[src/rtl/rfsoc_gpio_cfg_deserializer_pkg.sv]
// GPIO bit map, default widths and shared types for the RFSoC GPIO config deserializer.
package rfsoc_config;

  localparam int unsigned GPIO_SDATA        = 0;
  localparam int unsigned GPIO_MASK_CLK     = 1;
  localparam int unsigned GPIO_SEL_CLK      = 2;
  localparam int unsigned GPIO_CYC_CLK      = 3;
  localparam int unsigned GPIO_MUX_SET_CLK  = 4;
  localparam int unsigned GPIO_PL_RST       = 5;
  localparam int unsigned GPIO_TRIGGER      = 6;
  localparam int unsigned GPIO_AVG_CLK      = 7;
  localparam int unsigned GPIO_ACYC_CLK     = 8;
  localparam int unsigned GPIO_USED         = 9;

  localparam int unsigned N_CH_DEF        = 16;
  localparam int unsigned MASK_W_DEF      = 32;
  localparam int unsigned CYC_W_DEF       = 256;
  localparam int unsigned AVG_W_DEF       = 32;
  localparam int unsigned ACYC_W_DEF      = 32;
  localparam int unsigned GPIO_W_DEF      = 16;
  localparam int unsigned SYNC_STAGES_DEF = 2;

  typedef logic [MASK_W_DEF-1:0] mask_t;

endpackage

[src/rtl/rfsoc_gpio_cfg_deserializer_edge_sync.sv]
// Multi-flop synchroniser for one GPIO line plus a rising-edge detector on the synchronised level.
module gpio_edge_sync #(
  parameter int SYNC_STAGES = 2
) (
  input  logic clk,
  input  logic rstn,
  input  logic d,
  output logic sync,
  output logic rise
);

  logic [SYNC_STAGES-1:0] stage;
  logic                   dly;

  always_ff @(posedge clk) begin
    if (!rstn) begin
      stage <= '0;
      dly   <= 1'b0;
    end else begin
      stage <= {stage[SYNC_STAGES-2:0], d};
      dly   <= stage[SYNC_STAGES-1];
    end
  end

  assign sync = stage[SYNC_STAGES-1];
  assign rise = sync & ~dly;

endmodule

[src/rtl/rfsoc_gpio_cfg_deserializer.sv]
// Bit-banged GPIO config deserializer: serial shadows, broadcast channel select, atomic commit on trigger.
// Optional readback of shifted-out bits on rb_sdata when CFG_READBACK_EN is defined.
module rfsoc_gpio_cfg_deserializer
  import rfsoc_config::*;
#(
  parameter int N_CH        = N_CH_DEF,
  parameter int MASK_W      = MASK_W_DEF,
  parameter int CYC_W       = CYC_W_DEF,
  parameter int AVG_W       = AVG_W_DEF,
  parameter int ACYC_W      = ACYC_W_DEF,
  parameter int GPIO_W      = GPIO_W_DEF,
  parameter int SYNC_STAGES = SYNC_STAGES_DEF
) (
  input  logic                     clk,
  input  logic                     rstn,
  input  logic [GPIO_W-1:0]        gpio_in,
  output logic [N_CH*MASK_W-1:0]   ch_mask,
  output logic [N_CH-1:0]          ch_mux,
  output logic [CYC_W-1:0]         cycle_count,
  output logic [AVG_W-1:0]         adc_num_avg,
  output logic [ACYC_W-1:0]        adc_num_cyc,
  output logic                     trig_pulse,
  output logic                     soft_rst,
  output logic                     rb_sdata
);

  logic [GPIO_USED-1:0] sync_v;
  logic [GPIO_USED-1:0] rise_v;

  for (genvar i = 0; i < GPIO_USED; i++) begin : g_sync
    gpio_edge_sync #(.SYNC_STAGES(SYNC_STAGES)) u_sync (
      .clk  (clk),
      .rstn (rstn),
      .d    (gpio_in[i]),
      .sync (sync_v[i]),
      .rise (rise_v[i])
    );
  end

  if (GPIO_W > GPIO_USED) begin : g_spare
    logic unused_gpio;
    assign unused_gpio = ^gpio_in[GPIO_W-1:GPIO_USED];
  end

  // Not every line needs both its level and its edge.
  logic unused_sync;
  assign unused_sync = ^{sync_v, rise_v};

  logic sdata;
  logic clr;
  assign sdata    = sync_v[GPIO_SDATA];
  assign soft_rst = sync_v[GPIO_PL_RST];
  assign clr      = !rstn || sync_v[GPIO_PL_RST];

  logic [N_CH-1:0]   sel_sh;
  logic [N_CH-1:0]   mux_sh;
  logic [MASK_W-1:0] mask_sh [N_CH];
  logic [CYC_W-1:0]  cyc_sh;
  logic [AVG_W-1:0]  avg_sh;
  logic [ACYC_W-1:0] acyc_sh;

  // Commit reads the pre-shift shadows, so a shift landing with the trigger goes to the next commit.
  always_ff @(posedge clk) begin
    if (clr) begin
      sel_sh      <= '0;
      mux_sh      <= '0;
      cyc_sh      <= '0;
      avg_sh      <= '0;
      acyc_sh     <= '0;
      for (int c = 0; c < N_CH; c++) mask_sh[c] <= '0;
      ch_mask     <= '0;
      ch_mux      <= '0;
      cycle_count <= '0;
      adc_num_avg <= '0;
      adc_num_cyc <= '0;
      trig_pulse  <= 1'b0;
    end else begin
      if (rise_v[GPIO_SEL_CLK]) sel_sh <= {sel_sh[N_CH-2:0], sdata};
      for (int c = 0; c < N_CH; c++) begin
        if (sel_sh[c]) begin
          if (rise_v[GPIO_MASK_CLK])    mask_sh[c] <= {mask_sh[c][MASK_W-2:0], sdata};
          if (rise_v[GPIO_MUX_SET_CLK]) mux_sh[c]  <= sdata;
        end
      end
      if (rise_v[GPIO_CYC_CLK])  cyc_sh  <= {cyc_sh[CYC_W-2:0], sdata};
      if (rise_v[GPIO_AVG_CLK])  avg_sh  <= {avg_sh[AVG_W-2:0], sdata};
      if (rise_v[GPIO_ACYC_CLK]) acyc_sh <= {acyc_sh[ACYC_W-2:0], sdata};

      trig_pulse <= rise_v[GPIO_TRIGGER];
      if (rise_v[GPIO_TRIGGER]) begin
        for (int c = 0; c < N_CH; c++) ch_mask[c*MASK_W +: MASK_W] <= mask_sh[c];
        ch_mux      <= mux_sh;
        cycle_count <= cyc_sh;
        adc_num_avg <= avg_sh;
        adc_num_cyc <= acyc_sh;
      end
    end
  end

`ifdef CFG_READBACK_EN
  localparam int IDX_W = (N_CH > 1) ? $clog2(N_CH) : 1;

  logic [IDX_W-1:0] low_idx;
  logic             low_any;

  always_comb begin
    low_idx = '0;
    low_any = 1'b0;
    for (int c = N_CH - 1; c >= 0; c--) begin
      if (sel_sh[c]) begin
        low_idx = IDX_W'(c);
        low_any = 1'b1;
      end
    end
  end

  // Simultaneous shifts are rare; a fixed priority picks which bit is reported.
  always_ff @(posedge clk) begin
    if (clr) begin
      rb_sdata <= 1'b0;
    end else if (rise_v[GPIO_MASK_CLK] && low_any) begin
      rb_sdata <= mask_sh[low_idx][MASK_W-1];
    end else if (rise_v[GPIO_MUX_SET_CLK] && low_any) begin
      rb_sdata <= mux_sh[low_idx];
    end else if (rise_v[GPIO_SEL_CLK]) begin
      rb_sdata <= sel_sh[N_CH-1];
    end else if (rise_v[GPIO_CYC_CLK]) begin
      rb_sdata <= cyc_sh[CYC_W-1];
    end else if (rise_v[GPIO_AVG_CLK]) begin
      rb_sdata <= avg_sh[AVG_W-1];
    end else if (rise_v[GPIO_ACYC_CLK]) begin
      rb_sdata <= acyc_sh[ACYC_W-1];
    end
  end
`else
  assign rb_sdata = 1'b0;
`endif

endmodule

[config.mk]
export PLATFORM = sky130hd
export DESIGN_NAME = rfsoc_gpio_cfg_deserializer
export DESIGN_NICKNAME = d
export VERILOG_FILES = /design/src/rtl/rfsoc_gpio_cfg_deserializer_pkg.sv /design/src/rtl/rfsoc_gpio_cfg_deserializer_edge_sync.sv /design/src/rtl/rfsoc_gpio_cfg_deserializer.sv
export SDC_FILE = /design/constraint.sdc
export NUM_CORES = 2
export LEC_CHECK = 0
export CAP_MARGIN = 20
export CORE_MARGIN = 1
export CORE_UTILIZATION = 30
export CTS_BUF_LIST = sky130_fd_sc_hd__clkbuf_2 sky130_fd_sc_hd__clkbuf_4 sky130_fd_sc_hd__clkbuf_8
export DETAILED_ROUTE_END_ITERATION = 6
export GPL_ROUTABILITY_DRIVEN = 0
export SYNTH_ARGS = -nofsm -noshare
export SYNTH_HDL_FRONTEND = slang
export SYNTH_SLANG_ARGS = --single-unit
[constraint.sdc]
create_clock -name clk -period 2.7 [get_ports clk]
set_input_delay 0.54 -clock clk [delete_from_list [all_inputs] [get_ports clk]]
set_output_delay 0.54 -clock clk [all_outputs]
set_load 0.03 [all_outputs]
Word-level counts from Yosys, hierarchy flattened
Memories as Yosys holds them, arrays and structs flattened.
Cells that the tools add are included.

word-level totals
  bits in latches = 0
  bits in writable memories = 512
  logic and storage cells = 158
  memories kept = 1
  ROM bits = 0
  input port bits = 18
  output and inout bits = 851
  register bits = 1,226

cells by class
  shift-type cells = 0
  multiplexer cells = 67
  reduce and logical (&&, ||, !) cells = 18
  equal/unequal tests = 0
  div/mod/pow operators = 0
  bitwise gates (word level) = 30
  multiply operators = 0
  order comparisons = 0
  add/sub/neg operators = 0

memories
  memory   words  bits a word  read ports  clocked after Yosys merged registers in  write ports  RTL line                           text
  mask_sh  16     32           16          0                                        16           rfsoc_gpio_cfg_deserializer.sv:57  logic [MASK_W-1:0] mask_sh [N_CH];

operator list
  operator             count
  32-bit 2-to-1 mux    16
  1-bit 2-to-1 mux     51
  2-bit AND reduction  16
  1-bit OR             16
  1-bit bitwise AND    7
  1-bit NOT            7
  1-bit zero test      1
  1-bit logical OR     1

Depth between registers and ports, before layout
  depth in word-level cells = 7
  gate-level depth with buffers = 6
  depth with buffers taken out = 3

Modules after synthesis
From an unflattened synthesis, not the netlist that was laid out.

unflattened totals
  cells, all modules = 5,075
  area, all modules = 62,462.4 µm²

modules (own cells, without submodules)
  module                       area an instance (µm²)  times used  cells an instance
  rfsoc_gpio_cfg_deserializer  61,629.1                1           5,012
  gpio_edge_sync               92.6                    9           7

Worst setup path before layout
No wires, ideal clock.

  kind = reg2reg
  start point = register g_sync[5].u_sync.stage[1]
  end point = memory mask_sh[0][224] (netlist name), enable pin
  arrival = 1.882 ns
  path buffers = 3
  period minus slack after synthesis = 2.272 ns
  required time = 2.311 ns
  path slack = 0.428 ns
  library setup time = 0.389 ns
  stages on the path, launching flop included = 6
  path through = dfxtp_1 and2b_4 buf_6 buf_4 buf_2 nand2_1

RTL lines
  element                   RTL line                                     text
  start: declaration        rfsoc_gpio_cfg_deserializer_edge_sync.sv:12  logic [SYNC_STAGES-1:0] stage;
  start signal: assignment  rfsoc_gpio_cfg_deserializer_edge_sync.sv:20  stage <= {stage[SYNC_STAGES-2:0], d};
  end: declaration          rfsoc_gpio_cfg_deserializer.sv:57

Final worst setup path
  start point = register ch_mask[371], read port of mask_sh
  end point = output port ch_mask[371]

RTL lines
  element             RTL line                           text
  start: declaration  rfsoc_gpio_cfg_deserializer.sv:17  output logic [N_CH*MASK_W-1:0] ch_mask,

No word-level cell between the ends.

==> impl_metrics.csv <==
group,metric,value,unit
pwr,finalPower,56.0,mW
synth,ys_seq_elements,1738,
clock_network,postCtsSetupRepairBufs,0,
synth,synth_flop_cell,"dfxtp_1",
synth,synth_cell_types,21,
timing,clock_skew,87.3,ps
timing,final.min_clock_period,2560,ps
route,postRouteWirelength,178000,um
place,post-dp-hpwl,118000,um
timing,setup_viol,0,
global_route,overflow,0,
pwr,p_leak,30.6,nW
critical_path,cp_top_family,"buffers and inverters",
critical_path,start_kind,"flop",
global_route,grt_pass1_vias,44600,
timing,timing.final.crit_share,94.8,%
synth,syn-num-nets,6408,
global_route,use_met1,19.4,%
final_layout,fill_cells,20400,
place,io_buffer_count,860,
clock_network,clk_path_buf_depth,4,
clock_network,cts_tree,"yes",
global_route,antenna_found_initial,11,
route,ant_nets,0,
critical_path,arrival,2020,ps
timing,drv_slew,0,
synth,yosysTopAreaCell,"dfxtp_1",
critical_path,cp_slowest_cell,"clkdlybuf4s50_1",
timing,slew_headroom,36.1,%
route,drtPass1Iterations,5,
global_route,use_met3,4.61,%
place,pre_cts_slack,13.4,ps
global_route,grt-busiest-layer,"met2",
synth,synth_top_area_share,40.0,%
timing,max_freq,391,MHz
global_route,grt_first_pass_wirelength,268000,um
critical_path,cp_max_fo,2,
timing,final-hold-violation-count,0,
timing,fin_ws,140,ps
timing,hold_ws,192,ps
run_status,status,"complete, no violations",
clock_network,htreeDepth,5,
route,drt_iter0_markers,3265,
route,via_per_inst,4.55,
final_layout,multi_input_area,18800,um^2
floorplanning,die_x,454,um
synth,synth_area_leaders,"dfxtp_1 40%, edfxtp_1 25%, nand2_1 15%",
floorplanning,core_area,203000,um^2
route,post-route-drc-count,0,
synth,ys_warn_count,0,
final_layout,final_layout_size_suffix_gt1_share,8.93,%
floorplanning,fp.dieH,454,um
synth,synth_area,61400,um^2
clock_network,cts-root-buf,"clkbuf_8",
clock_network,cts_buffers,315,
final_layout,nets,7249,
run,maxCapViolations,0,
critical_path,max_stage_delay,700,ps
synth,synth-edff-count,512,
timing,tns,0,ps
clock_network,cts.sinks,1738,
synth,synthArstFlopShare,0,%
pwr,p_per_area,718,nW/um^2
floorplanning,die-area,206000,um^2
floorplanning,start_util,30.3,%
global_route,grt_use_met2,27.8,%
route,wire_per_inst,17.6,um
critical_path,critPathRequiredTime,2160,ps
critical_path,cp.buffers_inverters,1,
global_route,grt_max_degree,143,
synth,synth_cells,6390,
route,vias,46200,
synth,ys_seq_area_share,65.1,%
synth,synth_area_per_cell,9.60,um^2
timing,worst_slew_pin_slew,959,ps
global_route,track_usage,16.8,%
final_layout,syn_to_final_growth,27.1,%
critical_path,worstSetupEndpointType,"output port",
clock_network,path_clk_slew,60,ps
hold_path,hold_class,"in -> reg",
critical_path,worstSetupPathType,"reg -> out",
floorplanning,boundaryPins,869,
final_layout,seqCellArea,39900,um^2
pwr,peakVddDrop,0.434,mV
clock_network,clock_latency,1040,ps
floorplanning,num_rows,165,
critical_path,path_cells,"clkdlybuf4s50_1",
==> state kept, by name (all words and copies together), names as in the netlist <==
name and cells:
ch_mask 512, avg_sh 32, mux_sh 16, trig_pulse 1, ch_mux 16, cycle_count 256
adc_num_cyc 32, cyc_sh 256, acyc_sh 32, sel_sh 16, g_sync.u_sync.stage 18, g_sync.u_sync.dly 7
mask_sh 512, adc_num_avg 32
==> cell usage after synthesis (2+ instances only) <==
| master | number |
|---|---|
| and2_1 | 531 |
| nand2b_1 | 6 |
| a21oi_1 | 1184 |
| buf_1 | 17 |
| buf_6 | 80 |
| and3_4 | 2 |
| clkbuf_1 | 100 |
| edfxtp_1 | 512 |
| and3_1 | 9 |
| nand2_1 | 2432 |
| buf_2 | 219 |
| dfxtp_1 | 1226 |
| buf_4 | 26 |
| mux2i_1 | 16 |
| clkbuf_2 | 18 |
| nor2b_1 | 7 |
==> report_power, final <==
group	total, mW	switching [mW]	internal (mW)	leakage, nW
clock network	25.8	10.9	15.0	3.48
registers	27.9	0.340	27.5	15.3
logic	2.35	1.73	0.617	11.9
==> through the flow <==
| step | cell area, um^2 | utilization, % | cells |
|---|---|---|---|
| after floorplan | 61400 | - | 6390 |
| after global placement | 72400 | 35.7 | 9578 |
| after detailed placement | 72400 | 35.7 | 9578 |
| after CTS | 77900 | 38.4 | 10100 |
| after global routing | 78000 | 38.5 | 10100 |
| final | 78000 | 38.5 | 10100 |
==> metal layers <==
layer,vias up,wire length (um)
li1,22500,-
met1,22100,71400
met2,1201,86500
met3,382,10600
met4,0,9970
met5,-,0
==> layout make-up <==
class                      instances  area share (%)
clock inverter                    60           0.708
inverter                           1         0.00481
clock buffer                     485            7.69
multi-input combinational       4191            24.1
sequential                      1738            51.2
antenna                            9          0.0289
tap                             2672            4.29
timing repair buffer             984            12.0
==> kinds of logic (layout without fill, tap and decap cells) <==
group	count (synthesis)	count (layout)	synth area share (%)
AOI/OAI and AO/OA	1184	1184	9.66
buffers and inverters	461	1530	4.44
DFF	1738	1738	65.1
muxes	16	16	0.261
other	1	10	0.00611
and+or+nand+nor	2990	2990	20.6
==> timing repair <==
item                                    4_1_cts  5_1_grt
hold buffers                                  8        0
endpoints found under the hold margin         8        0
gates resized for setup                     830        0
endpoints found under the setup margin      830        0
==> placed cells by master (no fill, tap or decap), drive strengths merged <==
cell and instances:
a21oi 1184, buf 116, clkinv 40, dfxtp 1226, and2 531, and2b 1, nand2b 6, dlygate4sd3 8
clkdlybuf4s50 30, bufinv 9, dlygate4sd2 830, clkbuf 485, nor2 1, nand2 2433, mux2i 16, nor2b 7
and3 11, diode 9, edfxtp 512, clkinvlp 7, conb 1, inv 5
==> path summary, 6_finish.rpt <==
kind | from | endpoint | slack, ps | depth (start not counted)
setup / recovery | ch_mask[371]$_SDFFE_PP0P_ | ch_mask[371] | 140 | 1
setup reg to reg | g_sync[5].u_sync.stage[1]$_SDFF_PN0_ | mask_sh[0][177]$_SDFFCE_PN0P_ | 680 | 4
hold reg to reg | cyc_sh[78]$_SDFFE_PP0P_ | cyc_sh[79]$_SDFFE_PP0P_ | 390 | 2
hold / removal | gpio_in[0] | g_sync[0].u_sync.stage[0]$_SDFF_PN0_ | 190 | 2
No activity file was read; power rests on OpenSTA's default activity.
